<file path="src/rtl/card_game_pkg.sv">
// Shared definitions for the memory card game.
// Contents: board geometry localparams and the turn controller state enum.
package card_game_pkg;
  localparam int NUM_CARDS = 36;
  localparam int NUM_PAIRS = NUM_CARDS / 2;
  localparam int ADDR_W    = 6;
  localparam int DATA_W    = 5;

  typedef enum logic [2:0] {
    SEL1, RD1, SEL2, RD2, CMP, REVEAL, OVER
  } ctl_state_t;
endpackage

</file>
<file path="src/rtl/reveal_timer.sv">
// Mismatch hold down-counter.
// Ports:
//   clock, reset : system clock, synchronous active-high reset
//   load         : load REVEAL_CYCLES-1
//   dec          : decrement (holds at zero)
//   zero         : count is zero
module reveal_timer #(
  parameter int REVEAL_CYCLES = 50_000_000
) (
  input  logic clock,
  input  logic reset,
  input  logic load,
  input  logic dec,
  output logic zero
);
  localparam int W = (REVEAL_CYCLES > 1) ? $clog2(REVEAL_CYCLES) : 1;
  localparam logic [W-1:0] LOAD_VAL = W'(REVEAL_CYCLES - 1);

  logic [W-1:0] count;

  always_ff @(posedge clock) begin
    if (reset)                     count <= '0;
    else if (load)                 count <= LOAD_VAL;
    else if (dec && count != '0)   count <= count - 1'b1;
  end

  assign zero = (count == '0);
endmodule

</file>
<file path="src/rtl/card_turn_controller.sv">
// Turn sequencer for the memory card game: accepts two selections, reads
// both card values from the card memory, compares them, then either marks
// the pair as matched or holds both cards face-up for REVEAL_CYCLES clocks.
// Ports:
//   clock, reset            : system clock, synchronous active-high reset
//   btn_a, cursor           : select pulse and card under the cursor
//   mem_addr, mem_data      : card memory read port (address registered)
//   card1_addr, card2_addr  : selected cards
//   show1, show2            : selected cards face-up
//   matched, pairs_found    : permanently revealed cards, pair count
//   busy, game_over         : presses ignored / all pairs found
// Optional feature: define TURN_COUNT_EN to add output turns[9:0], a
// saturating (999) count of compare cycles.
module card_turn_controller #(
  parameter int NUM_CARDS     = card_game_pkg::NUM_CARDS,
  parameter int ADDR_W        = card_game_pkg::ADDR_W,
  parameter int DATA_W        = card_game_pkg::DATA_W,
  parameter int MEM_LAT       = 1,
  parameter int REVEAL_CYCLES = 50_000_000
) (
  input  logic                 clock,
  input  logic                 reset,
  input  logic                 btn_a,
  input  logic [ADDR_W-1:0]    cursor,
  output logic [ADDR_W-1:0]    mem_addr,
  input  logic [DATA_W-1:0]    mem_data,
  output logic [ADDR_W-1:0]    card1_addr,
  output logic [ADDR_W-1:0]    card2_addr,
  output logic                 show1,
  output logic                 show2,
  output logic [NUM_CARDS-1:0] matched,
  output logic [4:0]           pairs_found,
  output logic                 busy,
  output logic                 game_over
`ifdef TURN_COUNT_EN
  ,
  output logic [9:0]           turns
`endif
);
  import card_game_pkg::*;

  localparam int PAIRS = NUM_CARDS / 2;
  localparam int LAT_W = (MEM_LAT > 1) ? $clog2(MEM_LAT) : 1;

  ctl_state_t        state;
  logic [DATA_W-1:0] val1, val2;
  logic [LAT_W-1:0]  lat_cnt;
  logic              lat_done, in_range, taken, accept, timer_zero;
  logic [4:0]        pairs_next;

  // Out-of-range cursors are treated as already taken so the bitmap is
  // never indexed past its end.
  assign in_range   = (int'(cursor) < NUM_CARDS);
  assign taken      = in_range ? matched[cursor] : 1'b1;
  assign accept     = btn_a && !taken &&
                      ((state == SEL1) ||
                       (state == SEL2 && cursor != card1_addr));
  assign lat_done   = (lat_cnt == LAT_W'(MEM_LAT - 1));
  assign pairs_next = pairs_found + 5'd1;

  assign busy      = (state == RD1) || (state == RD2) || (state == CMP) ||
                     (state == REVEAL) || (state == OVER);
  assign game_over = (state == OVER);

  reveal_timer #(.REVEAL_CYCLES(REVEAL_CYCLES)) u_timer (
    .clock (clock),
    .reset (reset),
    .load  (state == CMP && val1 != val2),
    .dec   (state == REVEAL),
    .zero  (timer_zero)
  );

  always_ff @(posedge clock) begin
    if (reset) begin
      state       <= SEL1;
      mem_addr    <= '0;
      card1_addr  <= '0;
      card2_addr  <= '0;
      show1       <= 1'b0;
      show2       <= 1'b0;
      matched     <= '0;
      pairs_found <= '0;
      val1        <= '0;
      val2        <= '0;
      lat_cnt     <= '0;
    end else begin
      case (state)
        SEL1: if (accept) begin
          card1_addr <= cursor;
          mem_addr   <= cursor;
          show1      <= 1'b1;
          lat_cnt    <= '0;
          state      <= RD1;
        end
        // mem_data is only trusted on the last cycle of the read wait.
        RD1: if (lat_done) begin
          val1  <= mem_data;
          state <= SEL2;
        end else begin
          lat_cnt <= lat_cnt + 1'b1;
        end
        SEL2: if (accept) begin
          card2_addr <= cursor;
          mem_addr   <= cursor;
          show2      <= 1'b1;
          lat_cnt    <= '0;
          state      <= RD2;
        end
        RD2: if (lat_done) begin
          val2  <= mem_data;
          state <= CMP;
        end else begin
          lat_cnt <= lat_cnt + 1'b1;
        end
        CMP: if (val1 == val2) begin
          matched[card1_addr] <= 1'b1;
          matched[card2_addr] <= 1'b1;
          pairs_found         <= pairs_next;
          show1               <= 1'b0;
          show2               <= 1'b0;
          state               <= (pairs_next == 5'(PAIRS)) ? OVER : SEL1;
        end else begin
          state <= REVEAL;
        end
        // Timer was loaded with REVEAL_CYCLES-1 in CMP, so the cards are
        // face-up for exactly REVEAL_CYCLES cycles after CMP.
        REVEAL: if (timer_zero) begin
          show1 <= 1'b0;
          show2 <= 1'b0;
          state <= SEL1;
        end
        OVER:    ;
        default: state <= SEL1;
      endcase
    end
  end

`ifdef TURN_COUNT_EN
  always_ff @(posedge clock) begin
    if (reset)                             turns <= '0;
    else if (state == CMP && turns != 10'd999) turns <= turns + 10'd1;
  end
`endif
endmodule

</file>
<file path="config.mk">
export PLATFORM = sky130hd
export DESIGN_NAME = card_turn_controller
export DESIGN_NICKNAME = d
export VERILOG_FILES = /design/src/rtl/card_game_pkg.sv /design/src/rtl/reveal_timer.sv /design/src/rtl/card_turn_controller.sv
export SDC_FILE = /design/constraint.sdc
export NUM_CORES = 1
export LEC_CHECK = 0
export ABC_AREA = 1
export CORE_MARGIN = 3
export CORE_UTILIZATION = 45
export CTS_CLUSTER_DIAMETER = 80
export DETAILED_ROUTE_END_ITERATION = 7
export GPL_ROUTABILITY_DRIVEN = 0
export PLACE_DENSITY = 0.66
export SYNTH_ARGS = -nofsm -noshare
export SYNTH_HDL_FRONTEND = slang
export SYNTH_SLANG_ARGS = --single-unit
</file>
<file path="constraint.sdc">
create_clock -name clock -period 2.2 [get_ports clock]
set_clock_uncertainty 0.05 [all_clocks]
set_input_delay 0.44 -clock clock [delete_from_list [all_inputs] [get_ports clock]]
set_output_delay 0.44 -clock clock [all_outputs]
set_load 0.01 [all_outputs]
</file>
# Yosys cells after proc, flatten, opt, wreduce, memory -nomap -nowiden
# Cells that the tools add are included.
[word_totals] register_bits=101 latchBits=0 ramBits=0 rom_bits=0 input_bits=14 output_inout_bits=63 elab_cells=101 n_memories=0
[op_classes] n_addsub=3 mul=0 div_mod_pow=0 magnitude_cmp=6 eq_ne=17 n_shift=0 mux=25 bitwise=4 n_reduce_logical=33
[op_table] op="36-bit bitwise OR" count=2
[op_table] op="26-bit two-way mux" count=2
[op_table] op="26-bit logical NOT" count=1
[op_table] op="26-bit nonzero test" count=1
[op_table] op="26-bit by 1-bit subtractor with 26-bit output, second input constant" count=1
[op_table] op="6-bit by 7-bit less-than comparator with 1-bit output, second input constant" count=3
[op_table] op="3-bit two-way mux" count=7
[op_table] op="3-bit one-hot mux with 7 select lines" count=1
[op_table] op="2-bit AND reduction" count=7
[op_table] op="1-bit demux with 6-bit select" count=2
[op_table] op="6-bit by 1-bit greater-or-equal comparator with 1-bit output, second input constant" count=2
[op_table] op="2-bit inequality test, second input constant" count=5
[op_table] op="3-bit == test, second input constant" count=3
[op_table] op="1-bit two-way mux" count=9
[op_table] op="4-bit AND reduction" count=2
[op_table] op="1-bit logical AND" count=7
[op_table] op="1-bit binary-select mux with 6-bit select" count=1
[op_table] op="3-bit by 2-bit == test with 1-bit output, second input constant" count=2
[op_table] op="6-bit less-than comparator, second input constant" count=1
[op_table] op="6-bit inequality test" count=1
[op_table] op="1-bit one-hot mux with 3 select lines" count=2
[op_table] op="6-bit AND reduction" count=1
[op_table] op="3-bit nonzero test" count=2
[op_table] op="2-bit OR reduction" count=3
[op_table] op="other kinds (13)" count=20

# Logic depth before layout (Yosys ltp)
[logic_depth] ltp_word=8 depth_mapped=17 depth_no_buf=15

# By module
# From an unflattened synthesis, not the netlist that was laid out.
[hier_totals] cells_unflattened=867 area_unflattened_um2=5647.9
[by_module_without_submodules] module="card_turn_controller" instances=1 cells_each=563 area_each_um2=3759.9 seq_area_each_um2=1481.4
[by_module_without_submodules] module="reveal_timer" instances=1 cells_each=304 area_each_um2=1888.1 seq_area_each_um2=520.5

# Worst setup path after synthesis
# OpenSTA, ideal clock, no wires.
[synth_path] kind="input port to flip-flop" startpoint="in cursor[0]" endpoint="reg card2_addr[2]" setup_time_ns=0.120 arrival_ns=1.618 required_ns=2.030 setup_slack_ns=0.412 path_stages=10 n_path_buf=3 path_cell_list="buf_6 -> buf_6 -> a21oi_1 -> o21ai_1 -> nand4_1 -> a21boi_4 -> nand4_2 -> buf_4 -> o21ai_1 -> a21oi_1"
[synth_via] elab_chain_cells=7 elab_cells_between_ends=11 cone_classes="1 x order compare; 1 x eq/ne; 3 x mux; 6 x reduce/logical"
[synth_lines] item="start: declaration" line="card_turn_controller.sv:24" source="input logic [ADDR_W-1:0] cursor,"
[synth_lines] item="1-bit binary-select mux with 6-bit select" line="card_turn_controller.sv:54" source="assign taken = in_range ? matched[cursor] : 1'b1;"
[synth_lines] item="1-bit two-way mux (not written as such)" line="card_turn_controller.sv:54"
[synth_lines] item="1-bit two-way mux" line="card_turn_controller.sv:54"
[synth_lines] item="1-bit logical NOT" line="card_turn_controller.sv:55" source="assign accept = btn_a && !taken &&"
[synth_lines] item="1-bit logical AND" line="card_turn_controller.sv:55"
[synth_lines] item="1-bit logical AND *" line="card_turn_controller.sv:55"
[synth_lines] item="2-bit AND reduction (no source line) *"
[synth_lines] item="end signal: assignment" line="card_turn_controller.sv:103" source="card2_addr <= cursor;"
[synth_lines] item="end: declaration" line="card_turn_controller.sv:28" source="output logic [ADDR_W-1:0] card2_addr,"
# Every way passes the cells marked *; elsewhere a longest branch is shown, timed or not. The select of a mux whose other input is x is not followed.
# A chain may end at the register's enable or synchronous reset.

# Worst setup path after layout
[layout_path] startpoint="in cursor[4]" endpoint="reg state[0]"
[layout_via] elab_chain_cells=8 elab_cells_between_ends=13 cone_classes="1 x order compare; 3 x eq/ne; 3 x mux; 6 x reduce/logical"
[layout_lines] item="1-bit binary-select mux with 6-bit select" line="card_turn_controller.sv:54"
[layout_lines] item="1-bit two-way mux (not written as such)" line="card_turn_controller.sv:54"
[layout_lines] item="1-bit two-way mux" line="card_turn_controller.sv:54"
[layout_lines] item="1-bit logical NOT" line="card_turn_controller.sv:55"
[layout_lines] item="1-bit logical AND" line="card_turn_controller.sv:55"
[layout_lines] item="1-bit logical AND *" line="card_turn_controller.sv:55"
[layout_lines] item="2-bit inequality test (no source line)"
[layout_lines] item="6-bit AND reduction (no source line) *"
[layout_lines] item="end signal: assignment" line="card_turn_controller.sv:121" source="state <= (pairs_next == 5'(PAIRS)) ? OVER : SEL1;"
[layout_lines] item="end: declaration" line="card_turn_controller.sv:45" source="ctl_state_t state;"
# Marked as above.

==> results.md <==
* Crit Reg-Reg Startpoint: u_timer.count[0]$_SDFFE_PP0N_
* CTS Root Cell: clkbuf_16
* Kind of critical path: in2reg
* Max transition margin at 0.6831
* Via Count at 5,561
* Fin. Hold Viols at 0
* Cell mode on critical path: nand2_1
* YS warnings at 0
* Post-DP HPWL at 11,960 microns
* Most frequent cells in the layout: nor2_1, inv_1, nand2_1
* Core Box Area at 0.01113 sq mm
* Hold_ws at 395.7 ps
* Critical Path RT at 2440 ps
* Post-synth net total at 811
* Fin nets at 911
* Max stage delay on crit path at 480 ps
* Tcrit/Tclk final at 0.9433
* Iter 0 DRT Violations at 523
* Placed Cells at 1,021
* Clock latency on the worst-skew pair at 350 ps
* CP Cell Sequence: clkdlybuf4s50_1, buf_4, nor2_2, nand2_1, nor2_1, nor2_2, nand2_2, nand3_4, buf_4, nand2_1, nand2_1, nand2_2, inv_2, nand3_1, nand2_1, nor2_1
* HP Start: mem_addr[0]$_SDFFE_PP0P_
* RSZ-0062 raised after global routing: no
* Total Routed Length at 16,020 microns
* Max Slew Vio Count at 0
* Met1 Track Usage GR at 0.3530
* TNS Setup at 0 ps
* Sink Count at 100
* Yosys reg bits at 100
* Core Util, Final at 0.5986
* Initial Util at 0.4724
* Clock Tree Buf Depth at 2
* HP Class: reg2reg
* Post-synth EDFFs at 0
* Hold_buf cts at 0
* Worst setup SP type: primary input
* Fraction of registers with async set/reset at 0
* Met3 Resource Use GR at 0.05127
* DRC viols at 0
* Share of cells above drive strength 1 at 0.1002
* Die footprint at 0.01301 sq mm
* Peak supply drop at 0.6743 mV
* H-tree depth at 3
* Initial antenna violation count at 0
* Fill cell count at 1,096
* CP startpoint: cursor[4]
* Synthesized area at 0.005256 sq mm
* Die W at 114.1 microns
* CTS tree: yes
* DR vias/cell at 5.357
* Worst path arrival time at 2310 ps
* Port bufs at 76
* Leak at 2.692 nW
* Overall global routing resource usage at 0.2490
* Grt total ovfl at 0
* Sequential cell area fraction in the yosys report at 0.3809
* Top post-synthesis cells by area: dfxtp_1, nor2_1, a21oi_1, inv_1, nand2_1
* MaxCap Viol Count at 0
* Drt first pass iters at 7
* Crit-path slowest cell: clkdlybuf4s50_1
* Antenna diode count at 0
* GR peak layer: met2
* Number of top-level pins at 77
* Setup crit end kind: flip-flop
* Final Non-Filler Cells at 1,038
* CTS clk-pin slew, worst paths at 70 ps
* Synth cell types at 42
* Area grow syn2layout at 26.71%
* Worst-Margin Slew at 474.0 ps
* First-pass GRT wire length at 25,860 microns
* CTS buffer count at 9
* Cell taking the most area after synthesis: dfxtp_1
* Die Ht at 114.1 microns
* # rows at 38
* Final Critical Period at 2075 ps
* Synthesized netlist cell count at 794
* Post-synth top area share at 0.3809
* Met2 usage at 0.3778
* Main flop type after synthesis: dfxtp_1
* Worst Slack Setup Final at 124.8 ps
* Status: completed
* F_max at 481.9 MHz
* Final setup fails at 0
* Vias in the first global route at 5,172
* ANT nets after route at 0
* Most common cell after layout, fill and taps aside: nor2_1
* WL per Instance at 15.44 microns
* Largest net degree at the start of global routing at 38
* Setup WS pre-CTS at -352.5 ps
* PwrDens at 1020 mW/mm^2
* Synth Area per Inst at 6.620 sq um
* Max FO, Critical Path at 3
metal layers:
metal	share of wire	vias to the layer above
met4	0.018	0
met1	0.46	2528
met5	0	-
li1	-	2767
met3	0.092	29
met2	0.43	237
flip-flops by register name, indices dropped and copies added, names as in the netlist:
register       cells
card2_addr         6
pairs_found        5
show1              1
show2              1
val2               5
u_timer.count     26
mem_addr           6
val1               5
state              3
matched           36
card1_addr         6
repair_timing:
item,CTS,global route
setup endpoints to repair,1,21
gates resized for setup,3,15
cloned,0,2
setup buffers,0,0
stage by stage:
step	power (mW)	cell area (sq um)
2_1_floorplan	4.266	5256
3_3_place_gp	5.084	6310
3_5_place_dp	5.150	6310
4_1_cts	6.751	6604
5_1_grt	7.301	6660
6_report	6.791	6660
critical path: cells and delay by family:
kind | cells | cell delay [ps]
buffers and inverters | 4 | 870
and+or+nand+nor | 12 | 1010
path summary, 6_finish.rpt:
check,endpoint,slack (ps),cells past startpoint
worst max-delay path,state[0]$_SDFFE_PP0P_,120,16
worst min-delay path,mem_addr[0]$_SDFFE_PP0P_,400,2
worst max register to register,u_timer.count[18]$_SDFFE_PP0P_,200,12
worst min register to register,mem_addr[0]$_SDFFE_PP0P_,400,2
cells by family (layout without fill, tap and decap cells):
group | Yosys count | after routing | synth area share
AO/OA/AOI/OAI | 185 | 185 | 0.1835
XOR/XNOR | 11 | 11 | 0.01833
adder cells (fa/ha/maj) | 3 | 3 | 0.007142
buffers and inverters | 139 | 242 | 0.1107
flip-flops | 100 | 100 | 0.3809
AND/OR/NAND/NOR | 356 | 357 | 0.2995
cell usage after synthesis, types with 2 or more instances:
master	n
a21oi_1	86
a31oi_1	3
buf_2	7
buf_4	3
buf_6	5
clkbuf_1	11
dfxtp_1	100
ha_1	3
inv_1	107
inv_2	4
nand2_1	105
nand2_2	6
nand3_1	62
nand3_4	2
nand3b_1	3
nand4_1	5
nor2_1	148
nor2_2	5
nor3_1	6
nor3_2	4
nor4_1	2
o21ai_0	69
o21ai_1	18
o22ai_1	3
xnor2_1	2
xor2_1	9
power by group:
group / total, mW / internal, mW / switching [mW]
combinational: 2.81 / 1.05 / 1.76
clock: 1.59 / 0.907 / 0.682
sequential: 2.39 / 2.10 / 0.288
area by class of cell:
cell class | instances | area [sq um] | share of cell area
clock buffers | 11 | 242.7 | 0.03645
clock inverters | 4 | 48.80 | 0.007327
well taps | 140 | 175.2 | 0.02630
repair buffers | 114 | 1052 | 0.1580
multi-input cells | 556 | 2705 | 0.4062
flip-flops and latches | 100 | 2004 | 0.3010
inverters | 113 | 431.7 | 0.06481
No activity file was read; power rests on OpenSTA's default activity.
